## src/rtl/seq_arith_unit.sv

```systemverilog
// Sequential N-bit arithmetic unit: single-cycle add/sub, iterative shift-add multiply and restoring divide.
// Optional macro SEQ_ARITH_SIGNED_EN adds an sgn input for two's-complement mul/div.
module seq_arith_unit #(
  parameter int N = 8
) (
  input  logic         clk,
  input  logic         rst_n,
  input  logic         start,
  input  logic [1:0]   op,
  input  logic [N-1:0] x,
  input  logic [N-1:0] y,
`ifdef SEQ_ARITH_SIGNED_EN
  input  logic         sgn,
`endif
  output logic         busy,
  output logic         done,
  output logic [N-1:0] result_lo,
  output logic [N-1:0] result_hi,
  output logic         cout,
  output logic         ovf,
  output logic         div_zero
);

  localparam int CW = (N > 1) ? $clog2(N) : 1;
  localparam logic [CW-1:0] LAST = CW'(N - 1);

  typedef enum logic [1:0] {S_IDLE = 2'd0, S_CALC = 2'd1, S_DONE = 2'd2} state_t;

  state_t         state_q, state_d;
  logic [CW-1:0]  cnt_q, cnt_d;
  logic           is_div_q, is_div_d;
  logic [N-1:0]   dsr_q, dsr_d;
  logic [2*N-1:0] work_q, work_d;
  logic           negq_q, negq_d;
  logic           negr_q, negr_d;
  logic           busy_q, busy_d;
  logic           done_q, done_d;
  logic [N-1:0]   lo_q, lo_d;
  logic [N-1:0]   hi_q, hi_d;
  logic           cout_q, cout_d;
  logic           ovf_q, ovf_d;
  logic           dz_q, dz_d;

  logic           sgn_en;
  logic [N:0]     sum, diff;
  logic           x_neg, y_neg;
  logic [N-1:0]   x_mag, y_mag;
  logic [2*N-1:0] work_nx, prod_fix;
  logic [N-1:0]   q_fix, r_fix;

  // Upper half accumulates the multiplicand while the multiplier shifts out of the lower half.
  function automatic logic [2*N-1:0] mul_step(input logic [2*N-1:0] w, input logic [N-1:0] b);
    logic [N:0] s;
    s = w[0] ? ({1'b0, w[2*N-1:N]} + {1'b0, b}) : {1'b0, w[2*N-1:N]};
    return {s, w[N-1:1]};
  endfunction

  // Upper half is the partial remainder, lower half shifts dividend bits out and quotient bits in.
  function automatic logic [2*N-1:0] div_step(input logic [2*N-1:0] w, input logic [N-1:0] b);
    logic [N:0] sh, tr;
    sh = {w[2*N-1:N], w[N-1]};
    tr = sh - {1'b0, b};
    if (tr[N]) return {sh[N-1:0], w[N-2:0], 1'b0};
    else       return {tr[N-1:0], w[N-2:0], 1'b1};
  endfunction

`ifdef SEQ_ARITH_SIGNED_EN
  assign sgn_en = sgn;
`else
  assign sgn_en = 1'b0;
`endif

  assign sum   = {1'b0, x} + {1'b0, y};
  assign diff  = {1'b0, x} - {1'b0, y};
  assign x_neg = sgn_en & x[N-1];
  assign y_neg = sgn_en & y[N-1];
  assign x_mag = x_neg ? -x : x;
  assign y_mag = y_neg ? -y : y;

  assign work_nx  = is_div_q ? div_step(work_q, dsr_q) : mul_step(work_q, dsr_q);
  assign prod_fix = negq_q ? -work_nx : work_nx;
  assign q_fix    = negq_q ? -work_nx[N-1:0] : work_nx[N-1:0];
  assign r_fix    = negr_q ? -work_nx[2*N-1:N] : work_nx[2*N-1:N];

  always_comb begin
    state_d  = state_q;
    cnt_d    = cnt_q;
    is_div_d = is_div_q;
    dsr_d    = dsr_q;
    work_d   = work_q;
    negq_d   = negq_q;
    negr_d   = negr_q;
    busy_d   = busy_q;
    done_d   = 1'b0;
    lo_d     = lo_q;
    hi_d     = hi_q;
    cout_d   = cout_q;
    ovf_d    = ovf_q;
    dz_d     = dz_q;

    case (state_q)
      S_CALC: begin
        work_d = work_nx;
        cnt_d  = cnt_q + CW'(1);
        if (cnt_q == LAST) begin
          state_d = S_DONE;
          done_d  = 1'b1;
          busy_d  = 1'b0;
          cnt_d   = '0;
          ovf_d   = 1'b0;
          dz_d    = 1'b0;
          if (is_div_q) begin
            lo_d   = q_fix;
            hi_d   = r_fix;
            cout_d = 1'b0;
          end else begin
            lo_d   = prod_fix[N-1:0];
            hi_d   = prod_fix[2*N-1:N];
            cout_d = |prod_fix[2*N-1:N];
          end
        end
      end
      default: begin
        state_d = S_IDLE;
        if (start) begin
          case (op)
            2'b00: begin
              state_d = S_DONE;
              done_d  = 1'b1;
              lo_d    = sum[N-1:0];
              hi_d    = '0;
              cout_d  = sum[N];
              ovf_d   = (x[N-1] == y[N-1]) && (sum[N-1] != x[N-1]);
              dz_d    = 1'b0;
            end
            2'b01: begin
              state_d = S_DONE;
              done_d  = 1'b1;
              lo_d    = diff[N-1:0];
              hi_d    = '0;
              cout_d  = diff[N];
              ovf_d   = (x[N-1] != y[N-1]) && (diff[N-1] != x[N-1]);
              dz_d    = 1'b0;
            end
            default: begin
              if (op[0] && (y == '0)) begin
                state_d = S_DONE;
                done_d  = 1'b1;
                lo_d    = '1;
                hi_d    = x;
                cout_d  = 1'b0;
                ovf_d   = 1'b0;
                dz_d    = 1'b1;
              end else begin
                state_d  = S_CALC;
                busy_d   = 1'b1;
                cnt_d    = '0;
                is_div_d = op[0];
                dsr_d    = y_mag;
                work_d   = {{N{1'b0}}, x_mag};
                negq_d   = x_neg ^ y_neg;
                negr_d   = x_neg;
              end
            end
          endcase
        end
      end
    endcase
  end

  always_ff @(posedge clk or negedge rst_n) begin
    if (!rst_n) begin
      state_q  <= S_IDLE;
      cnt_q    <= '0;
      is_div_q <= 1'b0;
      dsr_q    <= '0;
      work_q   <= '0;
      negq_q   <= 1'b0;
      negr_q   <= 1'b0;
      busy_q   <= 1'b0;
      done_q   <= 1'b0;
      lo_q     <= '0;
      hi_q     <= '0;
      cout_q   <= 1'b0;
      ovf_q    <= 1'b0;
      dz_q     <= 1'b0;
    end else begin
      state_q  <= state_d;
      cnt_q    <= cnt_d;
      is_div_q <= is_div_d;
      dsr_q    <= dsr_d;
      work_q   <= work_d;
      negq_q   <= negq_d;
      negr_q   <= negr_d;
      busy_q   <= busy_d;
      done_q   <= done_d;
      lo_q     <= lo_d;
      hi_q     <= hi_d;
      cout_q   <= cout_d;
      ovf_q    <= ovf_d;
      dz_q     <= dz_d;
    end
  end

  assign busy      = busy_q;
  assign done      = done_q;
  assign result_lo = lo_q;
  assign result_hi = hi_q;
  assign cout      = cout_q;
  assign ovf       = ovf_q;
  assign div_zero  = dz_q;

endmodule
```

## config.mk

```make
export PLATFORM = sky130hd
export DESIGN_NAME = seq_arith_unit
export DESIGN_NICKNAME = d
export VERILOG_FILES = /design/src/rtl/seq_arith_unit.sv
export SDC_FILE = /design/constraint.sdc
export NUM_CORES = 1
export LEC_CHECK = 0
export BUFFER_PORTS_ARGS = -buffer_cell sky130_fd_sc_hd__buf_4
export CAP_MARGIN = 20
export CORE_MARGIN = 5
export CORE_UTILIZATION = 62
export CTS_CLUSTER_DIAMETER = 150
export DETAILED_ROUTE_END_ITERATION = 8
export PLACE_DENSITY = 0.82
export REMOVE_ABC_BUFFERS = 1
export SETUP_SLACK_MARGIN = 0.02
export SLEW_MARGIN = 5
export SYNTH_ARGS = -nofsm -noshare
export SYNTH_HDL_FRONTEND = slang
export SYNTH_SLANG_ARGS = --single-unit
```

## constraint.sdc

```tcl
create_clock -name clk -period 5.1 [get_ports clk]
set_input_delay 0.765 -clock clk [delete_from_list [all_inputs] [get_ports clk]]
set_output_delay 0.765 -clock clk [all_outputs]
set_load 0.005 [all_outputs]
```

# Yosys cells after proc, flatten, opt, wreduce, memory -nomap -nowiden
# Index checks and enable logic that the tools add are counted.
dict set report classes {
  shift 0
  n_reduce_logical 15
  n_addsub 5
  muxes 50
  multipliers 0
  bitwise_logic 3
  eq_ne 10
  n_lt_le_gt_ge 0
  div 0
}
# cell n
set ops {}
lappend ops {{$mux W16} 6}
lappend ops {{$mux W8} 9}
lappend ops {{$mux W1} 21}
lappend ops {{$add A8 B8 Y9} 2}
lappend ops {{$pmux W8 S2} 1}
lappend ops {{$mux W3} 5}
lappend ops {{$mux W2} 5}
lappend ops {{$mux W9} 1}
lappend ops {{$reduce_and A3 Y1} 3}
lappend ops {{$sub A8 B8 Y9} 1}
lappend ops {{$sub A9 B8 Y9} 1}
lappend ops {{$logic_not A8 Y1} 1}
lappend ops {{$reduce_and A4 Y1} 2}
lappend ops {{$reduce_or A8 Y1} 1}
lappend ops {{$eq A2 B1 Y1 const B} 2}
lappend ops {{$ne A2 B1 Y1 const B} 2}
lappend ops {{$pmux W1 S2} 2}
lappend ops {{$reduce_bool A4 Y1} 1}
lappend ops {{$add A3 B1 Y3 const B} 1}
lappend ops {{$eq A3 B3 Y1 const B} 1}
lappend ops {{$logic_and A1 B1 Y1} 3}
lappend ops {{$ne A1 B1 Y1} 3}
lappend ops {{$not A1 Y1} 3}
lappend ops {{$reduce_bool A3 Y1} 1}
lappend ops {{other kinds (5)} 5}
dict set report totals {
  wordCells 95
  input_bits 21
  ramBits 0
  latch_bits 0
  regBits 51
  mem_bits_ro 0
  output_inout_bits 21
  n_memories 0
}

# Longest topological paths before layout
# Gate-level depths: netlist (run 1).
dict set report logic_depth {
  word_depth 7
  depth_mapped 12
  mapped_depth_nobuf 12
}

# Worst setup path after synthesis (run 1)
# No wires, ideal clock.
dict set report synth_path {
  kind {input-to-reg}
  startpoint {input x[0]}
  endpoint {register cout_q (netlist: cout)}
  stages 12
  path_buffers 0
  path_slack_ps 2333
  arrival_ps 2685
  required_time_ps 5018
  setup_ps 82
  path_cell_list {inv_1 -> ha_1 -> inv_1 -> fa_1 -> a21o_1 -> a21oi_1 -> o21ai_0 -> nand3_1 -> a21boi_0 -> o41ai_1 -> o22ai_1 -> a31oi_1}
}
dict set report synth_between {
  elab_chain_len 4
  elab_cells_between_ends 5
  classes_between {2 x add/sub; 3 x mux}
}
# element line_no
set synth_lines {}
lappend synth_lines {{start, declared} 10} ;# input logic [N-1:0] x,
lappend synth_lines {{$sub A8 B8 Y9 / $add A8 B8 Y9 (equally long branches)} {74, 73}}
lappend synth_lines {{$pmux W1 S2 *} 126} ;# case (op)
lappend synth_lines {{$mux W1 *} 125} ;# if (start) begin
lappend synth_lines {{$mux W1 *} 101} ;# case (state_q)
lappend synth_lines {{end signal, assigned} 199} ;# cout_q <= cout_d;
lappend synth_lines {{end, declared} 40} ;# logic cout_q, cout_d;
# Every way passes the cells marked *; elsewhere a longest branch is shown, timed or not. The select of a mux whose other input is x is not followed.
# A chain may end at the register's enable or synchronous reset.

# Final worst setup path (run 1)
dict set report layout_path {
  startpoint {register work_q[7]}
  endpoint {register hi_q[1] (netlist: result_hi[1])}
}
dict set report layout_between {
  elab_chain_len 5
}
# element line_no
set layout_lines {}
lappend layout_lines {{start, declared} 33} ;# logic [2*N-1:0] work_q, work_d;
lappend layout_lines {{start signal, assigned} 192} ;# work_q <= work_d;
lappend layout_lines {{$sub A9 B8 Y9} 62} ;# tr = sh - {1'b0, b};
lappend layout_lines {{$mux W16} 63} ;# if (tr[N]) return {sh[N-1:0], w[N-2:0], 1'b0};
lappend layout_lines {{$mux W16} 80} ;# assign work_nx = is_div_q ? div_step(work_q, dsr_q) : mul_step(work_q, dsr_q);
lappend layout_lines {{$mux W8} 105} ;# if (cnt_q == LAST) begin
lappend layout_lines {{$mux W8} 101}
lappend layout_lines {{end signal, assigned} 198} ;# hi_q <= hi_d;
lappend layout_lines {{end, declared} 39} ;# logic [N-1:0] hi_q, hi_d;
# No other way between the ends. The select of a mux whose other input is x is not followed.

==> impl_metrics.prom, run 1 <==
# TYPE chip_impl_metric gauge
chip_impl_info{name="status",value="finished clean"} 1
chip_impl_metric{name="track_usage",unit="%"} 26.5
chip_impl_metric{name="floorplan.rows",unit=""} 29
chip_impl_metric{name="global_route.usage.met3",unit="%"} 2.86
chip_impl_metric{name="cp.depth",unit=""} 12
chip_impl_metric{name="synth-compound-area-share",unit="%"} 26.2
chip_impl_metric{name="cpPeakStageDelay",unit="ns"} 0.57
chip_impl_info{name="worstHoldPathType",value="input port to asynchronous set/reset pin"} 1
chip_impl_metric{name="post_route_cells_drive_above_1_share",unit="%"} 14.8
chip_impl_metric{name="async_reset_ff_share",unit="%"} 100
chip_impl_metric{name="grt_pass1_wl",unit="microns"} 16600
chip_impl_metric{name="clock_tree.htree_level_count",unit=""} 2
chip_impl_metric{name="hold_violations",unit=""} 0
chip_impl_metric{name="vias_per_cell",unit=""} 6.36
chip_impl_metric{name="grt_pass1_vias",unit=""} 3560
chip_impl_info{name="worstSetupEndpointType",value="flip-flop"} 1
chip_impl_metric{name="detail-route-antenna-nets",unit=""} 0
chip_impl_info{name="worstSetupPathType",value="flip-flop to flip-flop"} 1
chip_impl_metric{name="floorplan.die_area",unit="sq um"} 8010
chip_impl_metric{name="area_growth_syn_to_layout",unit="%"} 10.7
chip_impl_metric{name="fp.dieH",unit="microns"} 89.5
chip_impl_metric{name="worst_r2r_path_depth",unit=""} 12
chip_impl_metric{name="groute.layer.met2.usage",unit="%"} 46.0
chip_impl_metric{name="cts_made_buffers",unit=""} 5
chip_impl_metric{name="crit_required",unit="ns"} 5.31
chip_impl_metric{name="fin_ws",unit="ns"} 1.95
chip_impl_metric{name="pre_cts_setup_slack",unit="ns"} 1.77
chip_impl_info{name="netlist.top_cell.by_area",value="dfrtp_1"} 1
chip_impl_info{name="timing.critical_path.slowest_stage_cell",value="a311oi_1"} 1
chip_impl_metric{name="port_buffers",unit=""} 41
chip_impl_metric{name="finalNetCount",unit=""} 539
chip_impl_metric{name="postRouteWirelength",unit="microns"} 10000
chip_impl_metric{name="die_width",unit="microns"} 89.5
chip_impl_metric{name="final-setup-viol-count",unit=""} 0
chip_impl_metric{name="max_freq",unit="GHz"} 0.317
chip_impl_metric{name="post-dp-hpwl",unit="microns"} 7630
chip_impl_metric{name="maxCapViolCount",unit=""} 0
chip_impl_metric{name="muxShareOfSynthArea",unit="%"} 6.32
chip_impl_metric{name="ys_warn_count",unit=""} 0
chip_impl_metric{name="count_of_vias_placed_by_the_detailed_router",unit=""} 3545
chip_impl_metric{name="groute.layer.met1.usage",unit="%"} 35.0
chip_impl_info{name="crit-reg2reg-launch",value="work_q[7]"} 1
chip_impl_info{name="synth_area_leaders",value="dfrtp_1 (33%), ha_1 (11%), o21ai_0 (5.4%)"} 1
chip_impl_metric{name="min_period",unit="ns"} 3.15
chip_impl_info{name="cpLargestDelayFamily",value="compound AO/OA/AOI/OAI gates"} 1
chip_impl_metric{name="cts_post_setup_buffers_inserted",unit=""} 0
chip_impl_metric{name="fp.coreArea",unit="sq um"} 6240
chip_impl_info{name="gr-max-usage-layer",value="met2"} 1
chip_impl_metric{name="drt_iter0_drc",unit=""} 271
chip_impl_metric{name="post_synthesis_sequential_element_count",unit=""} 51
chip_impl_metric{name="syn_area",unit="sq um"} 3920
chip_impl_metric{name="cts_num_sinks",unit=""} 51
chip_impl_metric{name="relSlewSlack",unit="%"} 31.1
chip_impl_metric{name="crit_arrival",unit="ns"} 3.36
chip_impl_metric{name="crit_fanout",unit=""} 9
chip_impl_metric{name="route.detailed.drc",unit=""} 0
chip_impl_metric{name="clkLatencyLatePin",unit="ns"} 0.31
chip_impl_metric{name="min_period_over_period",unit="%"} 61.8
chip_impl_metric{name="initial_core_util",unit="%"} 62.8
chip_impl_metric{name="synth-edff-count",unit=""} 0
chip_impl_metric{name="synthDistinctLibCells",unit=""} 60
chip_impl_metric{name="grt_start_max_net_pins",unit=""} 52
chip_impl_metric{name="boundaryPins",unit=""} 42
chip_impl_metric{name="first_pass_iters",unit=""} 5
chip_impl_metric{name="timing_worst_slew_pin_value",unit="ns"} 1.03
chip_impl_metric{name="number_of_buffers_added_to_fix_hold_violations_after_cts",unit=""} 0
chip_impl_metric{name="grt_remaining_overflow",unit=""} 0
chip_impl_metric{name="synth_xor_area_share",unit="%"} 2.68
chip_impl_metric{name="vdd_drop_max",unit="V"} 0.000495
chip_impl_info{name="synth_top_family_by_area",value="compound AO/OA/AOI/OAI gates"} 1
chip_impl_metric{name="cts_resized",unit=""} 0
chip_impl_info{name="startpoint",value="work_q[7]"} 1
chip_impl_metric{name="routedWlPerCell",unit="microns"} 18.0
chip_impl_metric{name="synth_simple_gate_area_share",unit="%"} 14.0
chip_impl_metric{name="initial_antenna_violation_count",unit=""} 0
chip_impl_info{name="critPathCapture",value="result_hi[1]"} 1
chip_impl_info{name="critical_path.startpoint_type",value="flip-flop"} 1
chip_impl_info{name="tritoncts",value="yes"} 1
chip_impl_metric{name="total_leakage_power",unit="nW"} 2.00
chip_impl_info{name="synth.top_cells.by_count",value="dfrtp_1 (51), nand2_1 (42), o21ai_0 (42)"} 1
chip_impl_info{name="timing.critical_path.cells",value="inv_1 -> ha_1 -> inv_1 -> fa_1 -> a21oi_1 -> o22ai_2 -> mux2i_4 -> nor2_4 -> nand2_1 -> a311oi_1 -> a31oi_1 -> o21ai_0"} 1
chip_impl_metric{name="yosysSeqAreaShare",unit="%"} 32.5
chip_impl_info{name="synthFlopType",value="dfrtp_1"} 1
chip_impl_info{name="worstReg2RegEnd",value="result_hi[1]"} 1
chip_impl_metric{name="syn_avg_cell_area",unit="sq um"} 8.71
chip_impl_metric{name="setup-tns-final",unit="ns"} 0
chip_impl_metric{name="power.density_cell_area",unit="nW/um^2"} 672
chip_impl_metric{name="placer_congestion",unit=""} 0.970
chip_impl_metric{name="antenna_cells_inserted",unit=""} 0
chip_impl_metric{name="clk_pin_slew_worst_paths",unit="ns"} 0.09
chip_impl_info{name="cell_mode_on_critical_path",value="inv_1"} 1
chip_impl_info{name="synthMostInstantiatedCell",value="dfrtp_1"} 1
chip_impl_metric{name="buf_inv_on_cp",unit=""} 2
chip_impl_metric{name="worst_clock_skew",unit="ns"} 0.0143
chip_impl_metric{name="timing_max_transition_violations_final",unit=""} 0
chip_impl_info{name="cts_root_buf",value="clkbuf_8"} 1
chip_impl_metric{name="ctsLongestPathBuffers",unit=""} 2
chip_impl_metric{name="synthesis.instances",unit=""} 450
chip_impl_info{name="grt_setup_unrepaired",value="false"} 1
chip_impl_metric{name="synth_largest_type_area_fraction",unit="%"} 32.5
chip_impl_metric{name="reg2reg_setup_slack",unit="ns"} 1.95
chip_impl_metric{name="synth_adder_area_share",unit="%"} 12.9
[power breakdown]
| part | switching [mW] | leakage, nW | internal (mW) |
|---|---|---|---|
| clock network | 0.135 | 0.0440 | 0.0942 |
| registers | 0.208 | 0.618 | 0.597 |
| logic | 1.04 | 1.34 | 0.841 |
| total | 1.38 | 2.00 | 1.53 |
[metal layers]
layer / wire [microns] / share of wire, % / vias to the layer above
li1: - / - / 1678
met1: 4230 / 42 / 1688
met2: 5010 / 50 / 153
met3: 579 / 5.8 / 26
met4: 217 / 2.2 / 0
met5: 0 / 0 / -
[sequential cells by signal, indices dropped and copies added, names as in the netlist, 2 cells and up]
name / flops
work_q: 16
dsr_q: 8
result_hi: 8
result_lo: 8
cnt_q: 3
state_q: 2
[worst min path at each step]
stage	cells past startpoint	to
5_1_grt	1	result_lo[2]
3_5_place_dp	1	busy
6_report	1	result_hi[2]
3_3_place_gp	1	busy
2_1_floorplan	1	cnt_q[0]
4_1_cts	1	busy
[cell usage in the layout (no fill, tap or decap), types with 2 or more instances in the layout]
master and count:
and2_1 2, nor3_1 9, o21a_1 8, o22a_1 2, o31ai_1 9, a21boi_0 3, o21ai_0 42, buf_4 43
o31a_1 2, fa_1 4, a311oi_1 2, a21oi_1 35, xnor2_1 11, nand3_1 6, nand3b_1 2, o21bai_1 4
o221a_2 2, a211oi_1 12, inv_1 33, or3_1 4, nor2b_1 11, a21o_1 11, ha_1 34, nand2_1 42
nor3b_1 3, clkbuf_8 5, a2111oi_0 2, o22ai_1 3, a31oi_1 7, nand2b_1 3, mux2_2 8, nor2_1 24
dfrtp_1 51, mux2i_1 12, nor4_1 4
[layout make-up]
class,instances,area [sq um]
multi-input cells,345,2430
fillers,514,1900
flip-flops and latches,51,1280
repair buffers,43,323
inverters,34,128
well taps,77,96.3
clock buffers,5,68.8
clock inverters,2,13.8
[stage by stage]
step / cell area [sq um] / cells / power (mW) / hold slack (ns) / utilization, %
final: 4340 / 557 / 2.92 / 0.479 / 69.5
after global routing: 4340 / 557 / 3.15 / 0.518 / 69.5
after CTS: 4340 / 557 / 2.89 / 0.491 / 69.5
after detailed placement: 4260 / 550 / 2.65 / 0.468 / 68.2
after global placement: 4260 / 550 / 2.58 / 0.464 / 68.2
after floorplan: 3840 / 430 / 2.10 / 0.462 / -
[logic make-up after synthesis]
logic type / Yosys count
and+or+nand+nor: 115
adders and majority gates: 38
AOI/OAI and AO/OA: 158
DFF: 51
xor gates and xnor gates: 12
buffers and inverters: 54
muxes: 22
Power figures use the tool's default switching activity.
==> inputs of run 2 (changes only) <==
--- a/config.mk
+++ b/config.mk
@@ -8,10 +8,10 @@
 export BUFFER_PORTS_ARGS = -buffer_cell sky130_fd_sc_hd__buf_4
 export CAP_MARGIN = 20
 export CORE_MARGIN = 5
-export CORE_UTILIZATION = 62
+export CORE_UTILIZATION = 54
 export CTS_CLUSTER_DIAMETER = 150
 export DETAILED_ROUTE_END_ITERATION = 8
-export PLACE_DENSITY = 0.82
+export PLACE_DENSITY = 0.75
 export REMOVE_ABC_BUFFERS = 1
 export SETUP_SLACK_MARGIN = 0.02
 export SLEW_MARGIN = 5
==> constraint.sdc (replaced) <==
create_clock -name clk -period 2.89 [get_ports clk]
set_input_delay 0.4335 -clock clk [delete_from_list [all_inputs] [get_ports clk]]
set_output_delay 0.4335 -clock clk [all_outputs]
set_load 0.005 [all_outputs]
==> impl_metrics.prom, run 2 (synthesis gave the netlist of run 1 again) <==
# TYPE chip_impl_metric gauge
chip_impl_info{name="largest-register",value="work_q"} 1
chip_impl_info{name="worstSetupEndpointType",value="flip-flop"} 1
chip_impl_metric{name="worst_clock_skew",unit="ns"} 0.00693
chip_impl_metric{name="maxCapViolCount",unit=""} 0
chip_impl_info{name="cpLargestDelayFamily",value="compound AO/OA/AOI/OAI gates"} 1
chip_impl_info{name="worstSetupPathType",value="flip-flop to flip-flop"} 1
chip_impl_metric{name="route.detailed.drc",unit=""} 0
chip_impl_metric{name="grt_pass1_wl",unit="microns"} 16900
chip_impl_info{name="tritoncts",value="yes"} 1
chip_impl_metric{name="groute.layer.met2.usage",unit="%"} 41.0
chip_impl_metric{name="grt_start_max_net_pins",unit=""} 52
chip_impl_metric{name="multiInputGateArea",unit="sq um"} 2470
chip_impl_metric{name="max_freq",unit="GHz"} 0.361
chip_impl_metric{name="clkLatencyLatePin",unit="ns"} 0.30
chip_impl_metric{name="post-dp-hpwl",unit="microns"} 7840
chip_impl_metric{name="clk_pin_slew_worst_paths",unit="ns"} 0.09
chip_impl_metric{name="track_usage",unit="%"} 23.7
chip_impl_info{name="cell_mode_on_critical_path",value="buf_4"} 1
chip_impl_metric{name="finalNetCount",unit=""} 552
chip_impl_info{name="cts_root_buf",value="clkbuf_8"} 1
chip_impl_metric{name="floorplan.die_area",unit="sq um"} 9070
chip_impl_metric{name="clock_tree.htree_level_count",unit=""} 2
chip_impl_metric{name="initial_core_util",unit="%"} 54.6
chip_impl_metric{name="boundaryPins",unit=""} 42
chip_impl_metric{name="crit_fanout",unit=""} 6
chip_impl_metric{name="final-setup-viol-count",unit=""} 0
chip_impl_metric{name="relSlewSlack",unit="%"} 43.8
chip_impl_metric{name="fp.dieH",unit="microns"} 95.2
chip_impl_info{name="grt_setup_unrepaired",value="false"} 1
chip_impl_metric{name="hold_violations",unit=""} 0
chip_impl_metric{name="postRouteWirelength",unit="microns"} 10200
chip_impl_metric{name="groute.layer.met1.usage",unit="%"} 31.6
chip_impl_metric{name="crit_required",unit="ns"} 3.08
chip_impl_metric{name="vdd_drop_max",unit="V"} 0.000383
chip_impl_metric{name="drt_iter0_drc",unit=""} 245
chip_impl_metric{name="min_period",unit="ns"} 2.77
chip_impl_metric{name="grt_remaining_overflow",unit=""} 0
chip_impl_metric{name="fp.coreArea",unit="sq um"} 7180
chip_impl_metric{name="floorplan.rows",unit=""} 31
chip_impl_metric{name="count_of_vias_placed_by_the_detailed_router",unit=""} 3539
chip_impl_metric{name="fill_cells",unit=""} 650
chip_impl_info{name="timing.critical_path.cells",value="buf_4 -> ha_1 -> nand3_1 -> o22ai_2 -> mux2i_4 -> nor2_4 -> clkbuf_2 -> buf_4 -> a211oi_1 -> a21oi_1 -> o22a_1"} 1
chip_impl_metric{name="total_leakage_power",unit="nW"} 2.08
chip_impl_info{name="timing.critical_path.slowest_stage_cell",value="dfrtp_1"} 1
chip_impl_metric{name="number_of_buffers_added_to_fix_hold_violations_after_cts",unit=""} 0
chip_impl_metric{name="cts_num_sinks",unit=""} 51
chip_impl_metric{name="cts_made_buffers",unit=""} 5
chip_impl_metric{name="ctsLongestPathBuffers",unit=""} 2
chip_impl_metric{name="antenna_cells_inserted",unit=""} 0
chip_impl_metric{name="area_growth_syn_to_layout",unit="%"} 15.2
chip_impl_metric{name="timing_max_transition_violations_final",unit=""} 0
chip_impl_metric{name="global_route.usage.met3",unit="%"} 2.21
chip_impl_info{name="layout_commonest_cell",value="buf_4"} 1
chip_impl_metric{name="detail-route-antenna-nets",unit=""} 0
chip_impl_metric{name="timing_worst_slew_pin_value",unit="ns"} 0.843
chip_impl_metric{name="reg2reg_setup_slack",unit="ns"} 0.12
chip_impl_metric{name="power.density_cell_area",unit="nW/um^2"} 1210
chip_impl_metric{name="port_buffers",unit=""} 41
chip_impl_metric{name="routedWlPerCell",unit="microns"} 17.1
chip_impl_metric{name="first_pass_iters",unit=""} 4
chip_impl_metric{name="setup-tns-final",unit="ns"} 0
chip_impl_metric{name="post_route_cells_drive_above_1_share",unit="%"} 18.3
chip_impl_metric{name="buf_inv_on_cp",unit=""} 3
chip_impl_info{name="gr-max-usage-layer",value="met2"} 1
chip_impl_info{name="worstHoldPathType",value="input port to asynchronous set/reset pin"} 1
chip_impl_metric{name="vias_per_cell",unit=""} 5.98
chip_impl_metric{name="fin_hold_ws",unit="ns"} 0.135
chip_impl_info{name="most-common-layout-cells",value="buf_4 (55), dfrtp_1 (51), nand2_1 (42), o21ai_0 (42), ha_1 (34)"} 1
chip_impl_metric{name="cpPeakStageDelay",unit="ns"} 0.39
chip_impl_metric{name="die_width",unit="microns"} 95.2
chip_impl_metric{name="initial_antenna_violation_count",unit=""} 0
chip_impl_metric{name="placer_congestion",unit=""} 0.878
chip_impl_metric{name="min_period_over_period",unit="%"} 95.7
chip_impl_metric{name="largest_register_ff_count",unit=""} 16
chip_impl_info{name="critical_path.startpoint_type",value="flip-flop"} 1
chip_impl_info{name="status",value="finished clean"} 1
chip_impl_metric{name="grt_pass1_vias",unit=""} 3486
chip_impl_metric{name="crit_arrival",unit="ns"} 2.96
chip_impl_metric{name="regArea",unit="sq um"} 1280
## run 2: worst register-to-register path, cell delays in order (launching register included)
cell	delay [ns]
dfrtp_1	0.39
buf_4	0.16
ha_1	0.34
nand3_1	0.12
o22ai_2	0.28
mux2i_4	0.34
nor2_4	0.11
clkbuf_2	0.18
buf_4	0.15
a211oi_1	0.30
a21oi_1	0.12
o22a_1	0.18
## run 2: path summary, 6_finish.rpt
path,from,endpoint,depth (start not counted)
setup / recovery,work_q[10],result_lo[0],11
hold / removal,rst_n,result_lo[1],1
setup reg to reg,work_q[10],result_lo[0],11
hold reg to reg,result_lo[1],result_lo[1],1
max in group asynchronous,rst_n,result_lo[0],1
min in group clk,start,result_lo[5],2
## run 2: stage by stage
| stage | utilization [%] | instance area [sq um] | instances | worst slack, ns | power [mW] |
|---|---|---|---|---|---|
| 2_1_floorplan | - | 3840 | 430 | 0.194 | 3.70 |
| 3_5_place_dp | 60.9 | 4370 | 583 | 0.0252 | 4.78 |
| 5_1_grt | 62.9 | 4520 | 592 | 0.0107 | 5.94 |
| 4_1_cts | 62.3 | 4470 | 590 | 0.0330 | 5.29 |
| 6_report | 62.9 | 4520 | 592 | 0.124 | 5.44 |
| 3_3_place_gp | 60.9 | 4370 | 583 | 0.0462 | 4.67 |
## run 2: layout make-up
cell class	instances	share of cell area, %
clock buffers	6	1.61
clock inverters	1	0.665
inverters	34	2.83
multi-input cells	345	54.7
flip-flops and latches	51	28.3
well taps	99	2.74
repair buffers	56	9.25
## run 2: metal layers
layer,vias to the layer above,share of wire [%]
met3,15,4.1
met2,91,50
met4,0,1.9
met1,1721,44
li1,1712,-
met5,-,0
## run 2: what timing repair did
| action | CTS | global route |
|---|---|---|
| setup endpoints to repair | 0 | 8 |
| gates resized for setup | 0 | 8 |
| setup buffers | 0 | 2 |
## run 2: report_power, final
| group | leakage (nW) | total (mW) | internal [mW] | switching (mW) |
|---|---|---|---|---|
| combinational | 1.41 | 3.56 | 1.64 | 1.92 |
| sequential | 0.618 | 1.40 | 1.05 | 0.351 |
| clock | 0.0513 | 0.483 | 0.254 | 0.229 |
| total | 2.08 | 5.44 | 2.95 | 2.50 |
==> inputs of run 3 (changes only) <==
--- a/config.mk
+++ b/config.mk
@@ -5,8 +5,10 @@
 export SDC_FILE = /design/constraint.sdc
 export NUM_CORES = 1
 export LEC_CHECK = 0
+export ABC_CLOCK_PERIOD_IN_PS = 2890
 export BUFFER_PORTS_ARGS = -buffer_cell sky130_fd_sc_hd__buf_4
 export CAP_MARGIN = 20
+export CORE_ASPECT_RATIO = 1.2
 export CORE_MARGIN = 5
 export CORE_UTILIZATION = 54
 export CTS_CLUSTER_DIAMETER = 150
==> impl_metrics.prom, run 3 (synthesis gave the netlist of run 1 again) <==
# TYPE chip_impl_metric gauge
chip_impl_info{name="status",value="finished clean"} 1
chip_impl_metric{name="worst_r2r_path_depth",unit=""} 13
chip_impl_metric{name="final_area",unit="sq um"} 4510
chip_impl_metric{name="route.detailed.drc",unit=""} 0
chip_impl_info{name="worstSetupPathType",value="flip-flop to flip-flop"} 1
chip_impl_metric{name="buf_inv_on_cp",unit=""} 3
chip_impl_metric{name="area_growth_syn_to_layout",unit="%"} 15.0
chip_impl_info{name="worstSetupEndpointType",value="flip-flop"} 1
chip_impl_metric{name="cts_num_sinks",unit=""} 51
chip_impl_metric{name="detail-route-antenna-nets",unit=""} 0
chip_impl_metric{name="min_period_over_period",unit="%"} 95.4
chip_impl_metric{name="detailed_place.area",unit="sq um"} 4370
chip_impl_metric{name="routedWlPerCell",unit="microns"} 17.6
chip_impl_metric{name="crit_fanout",unit=""} 7
chip_impl_metric{name="drt_iter0_drc",unit=""} 199
chip_impl_info{name="most-common-layout-cells",value="buf_4 (59), dfrtp_1 (51), nand2_1 (42)"} 1
chip_impl_metric{name="min_period",unit="ns"} 2.76
chip_impl_metric{name="port_buffers",unit=""} 41
chip_impl_metric{name="vias_per_cell",unit=""} 6.00
chip_impl_metric{name="floorplan.rows",unit=""} 34
chip_impl_info{name="largest-register",value="work_q"} 1
chip_impl_metric{name="count_of_vias_placed_by_the_detailed_router",unit=""} 3524
chip_impl_metric{name="fp.coreArea",unit="sq um"} 7150
chip_impl_metric{name="number_of_buffers_added_to_fix_hold_violations_after_cts",unit=""} 0
chip_impl_info{name="tritoncts",value="yes"} 1
chip_impl_metric{name="power.density_cell_area",unit="nW/um^2"} 1200
chip_impl_metric{name="grt_remaining_overflow",unit=""} 0
chip_impl_info{name="timing.critical_path.cells",value="inv_1 -> ha_1 -> inv_1 -> fa_1 -> a21oi_2 -> o22ai_2 -> mux2i_4 -> nor2_4 -> buf_4 -> o31ai_1 -> o211ai_1 -> a2111oi_2 -> a31oi_1"} 1
chip_impl_metric{name="max_freq",unit="GHz"} 0.363
chip_impl_metric{name="die_width",unit="microns"} 87.8
chip_impl_metric{name="total_leakage_power",unit="nW"} 2.08
chip_impl_info{name="grt_setup_unrepaired",value="true"} 1
chip_impl_metric{name="finalNetCount",unit=""} 555
chip_impl_metric{name="boundaryPins",unit=""} 42
chip_impl_metric{name="ctsLongestPathBuffers",unit=""} 2
chip_impl_metric{name="placer_congestion",unit=""} 0.911
chip_impl_metric{name="final-setup-viol-count",unit=""} 0
chip_impl_metric{name="fp.dieH",unit="microns"} 103
chip_impl_metric{name="timing_worst_slew_pin_value",unit="ns"} 0.753
chip_impl_info{name="timing.critical_path.slowest_stage_cell",value="fa_1"} 1
chip_impl_metric{name="vdd_drop_max",unit="V"} 0.000580
chip_impl_info{name="cell_mode_on_critical_path",value="inv_1"} 1
chip_impl_info{name="worstReg2RegEnd",value="cout"} 1
chip_impl_info{name="critical_path.startpoint_type",value="flip-flop"} 1
chip_impl_metric{name="clk_pin_slew_worst_paths",unit="ns"} 0.10
chip_impl_info{name="worstHoldPathType",value="input port to asynchronous set/reset pin"} 1
chip_impl_metric{name="post_route_cells_drive_above_1_share",unit="%"} 18.7
chip_impl_metric{name="clkLatencyLatePin",unit="ns"} 0.31
chip_impl_metric{name="maxCapViolCount",unit=""} 0
chip_impl_info{name="crit-reg2reg-launch",value="work_q[7]"} 1
chip_impl_metric{name="floorplan.die_area",unit="sq um"} 9070
chip_impl_metric{name="worst_clock_skew",unit="ns"} 0.0128
chip_impl_metric{name="timing_max_transition_violations_final",unit=""} 0
chip_impl_metric{name="track_usage",unit="%"} 24.3
chip_impl_info{name="cpLargestDelayFamily",value="compound AO/OA/AOI/OAI gates"} 1
chip_impl_metric{name="hold_violations",unit=""} 0
chip_impl_metric{name="postRouteWirelength",unit="microns"} 10300
chip_impl_metric{name="grt_pass1_vias",unit=""} 3611
chip_impl_metric{name="grt_start_max_net_pins",unit=""} 52
chip_impl_metric{name="antenna_cells_inserted",unit=""} 0
chip_impl_metric{name="largest_register_ff_count",unit=""} 16
chip_impl_metric{name="grt_pass1_wl",unit="microns"} 17200
chip_impl_info{name="layout_commonest_cell",value="buf_4"} 1
chip_impl_metric{name="crit_required",unit="ns"} 3.09
chip_impl_metric{name="crit_arrival",unit="ns"} 2.95
chip_impl_metric{name="relSlewSlack",unit="%"} 49.8
chip_impl_metric{name="reg2reg_setup_slack",unit="ns"} 0.13
chip_impl_metric{name="initial_antenna_violation_count",unit=""} 0
chip_impl_info{name="cts_root_buf",value="clkbuf_8"} 1
chip_impl_metric{name="clock_tree.htree_level_count",unit=""} 2
chip_impl_metric{name="first_pass_iters",unit=""} 4
chip_impl_metric{name="p_total",unit="mW"} 5.42
chip_impl_metric{name="cpPeakStageDelay",unit="ns"} 0.41
chip_impl_metric{name="fin_hold_ws",unit="ns"} 0.152
chip_impl_metric{name="cts_made_buffers",unit=""} 5
chip_impl_metric{name="layout.core_utilization",unit="%"} 63.1
chip_impl_metric{name="initial_core_util",unit="%"} 54.9
chip_impl_metric{name="post-dp-hpwl",unit="microns"} 7870
## run 3: cell types whose count changed in the layout (fill, tap and decap cells not counted), sizes merged
cell      before  now
buf           55   59
bufinv         1    0
clkinvlp       0    1
clkbuf         7    6
clkinv         0    1
## run 3: worst max-delay path by stage
stage / startpoint / endpoint / slack [ns] / depth (start not counted)
floorplan: work_q[7] / result_hi[6] / 0.19 / 12
global placement: x[0] / cout / 0.06 / 14
detailed placement: x[0] / cout / -0.02 / 14
CTS: work_q[9] / result_hi[6] / 0.05 / 9
global route: dsr_q[2] / result_hi[6] / 0.01 / 9
finish: work_q[7] / cout / 0.13 / 13
## run 3: through the flow
stage / TNS [ns] / cells / setup slack [ns]
floorplan: 0 / 430 / 0.194
global placement: 0 / 576 / 0.0593
detailed placement: -0.0214 / 576 / -0.0214
CTS: 0 / 584 / 0.0503
global route: 0 / 587 / 0.0114
finish: 0 / 587 / 0.134
## run 3: cell type report
cell class | count | area, sq um
Clock buffer | 6 | 72.6
Fill cell | 626 | 2640
Timing Repair Buffer | 59 | 443
Clock inverter | 2 | 12.5
Tap cell | 90 | 113
Sequential cell | 51 | 1280
Inverter | 34 | 128
Multi-Input combinational cell | 345 | 2460
## run 3: worst register-to-register path, cell delays in order (launching register included)
cell and delay (ns):
dfrtp_1 0.40, inv_1 0.09, ha_1 0.16, inv_1 0.06
fa_1 0.41, a21oi_2 0.18, o22ai_2 0.14, mux2i_4 0.26
nor2_4 0.11, buf_4 0.17, o31ai_1 0.06, o211ai_1 0.18
a2111oi_2 0.32, a31oi_1 0.12
## run 3: routing by layer
| metal | vias up | GRT usage [%] | routed length (microns) |
|---|---|---|---|
| met2 | 86 | 41.3 | 5170 |
| met4 | 0 | 11.7 | 388 |
| met5 | - | 0 | 0 |
| li1 | 1716 | - | - |
| met1 | 1691 | 30.3 | 4390 |
| met3 | 31 | 3.33 | 351 |
## run 3: repair_timing
item | 4_1_cts | 5_1_grt
resized for setup | 0 | 8
endpoints found under the setup margin | 0 | 6
setup buffers | 0 | 3
## run 3: report_power, final
group / leakage [nW] / internal [mW] / switching (mW)
clock: 0.0412 / 0.170 / 0.247
combinational: 1.42 / 1.68 / 1.96
sequential: 0.618 / 1.05 / 0.315
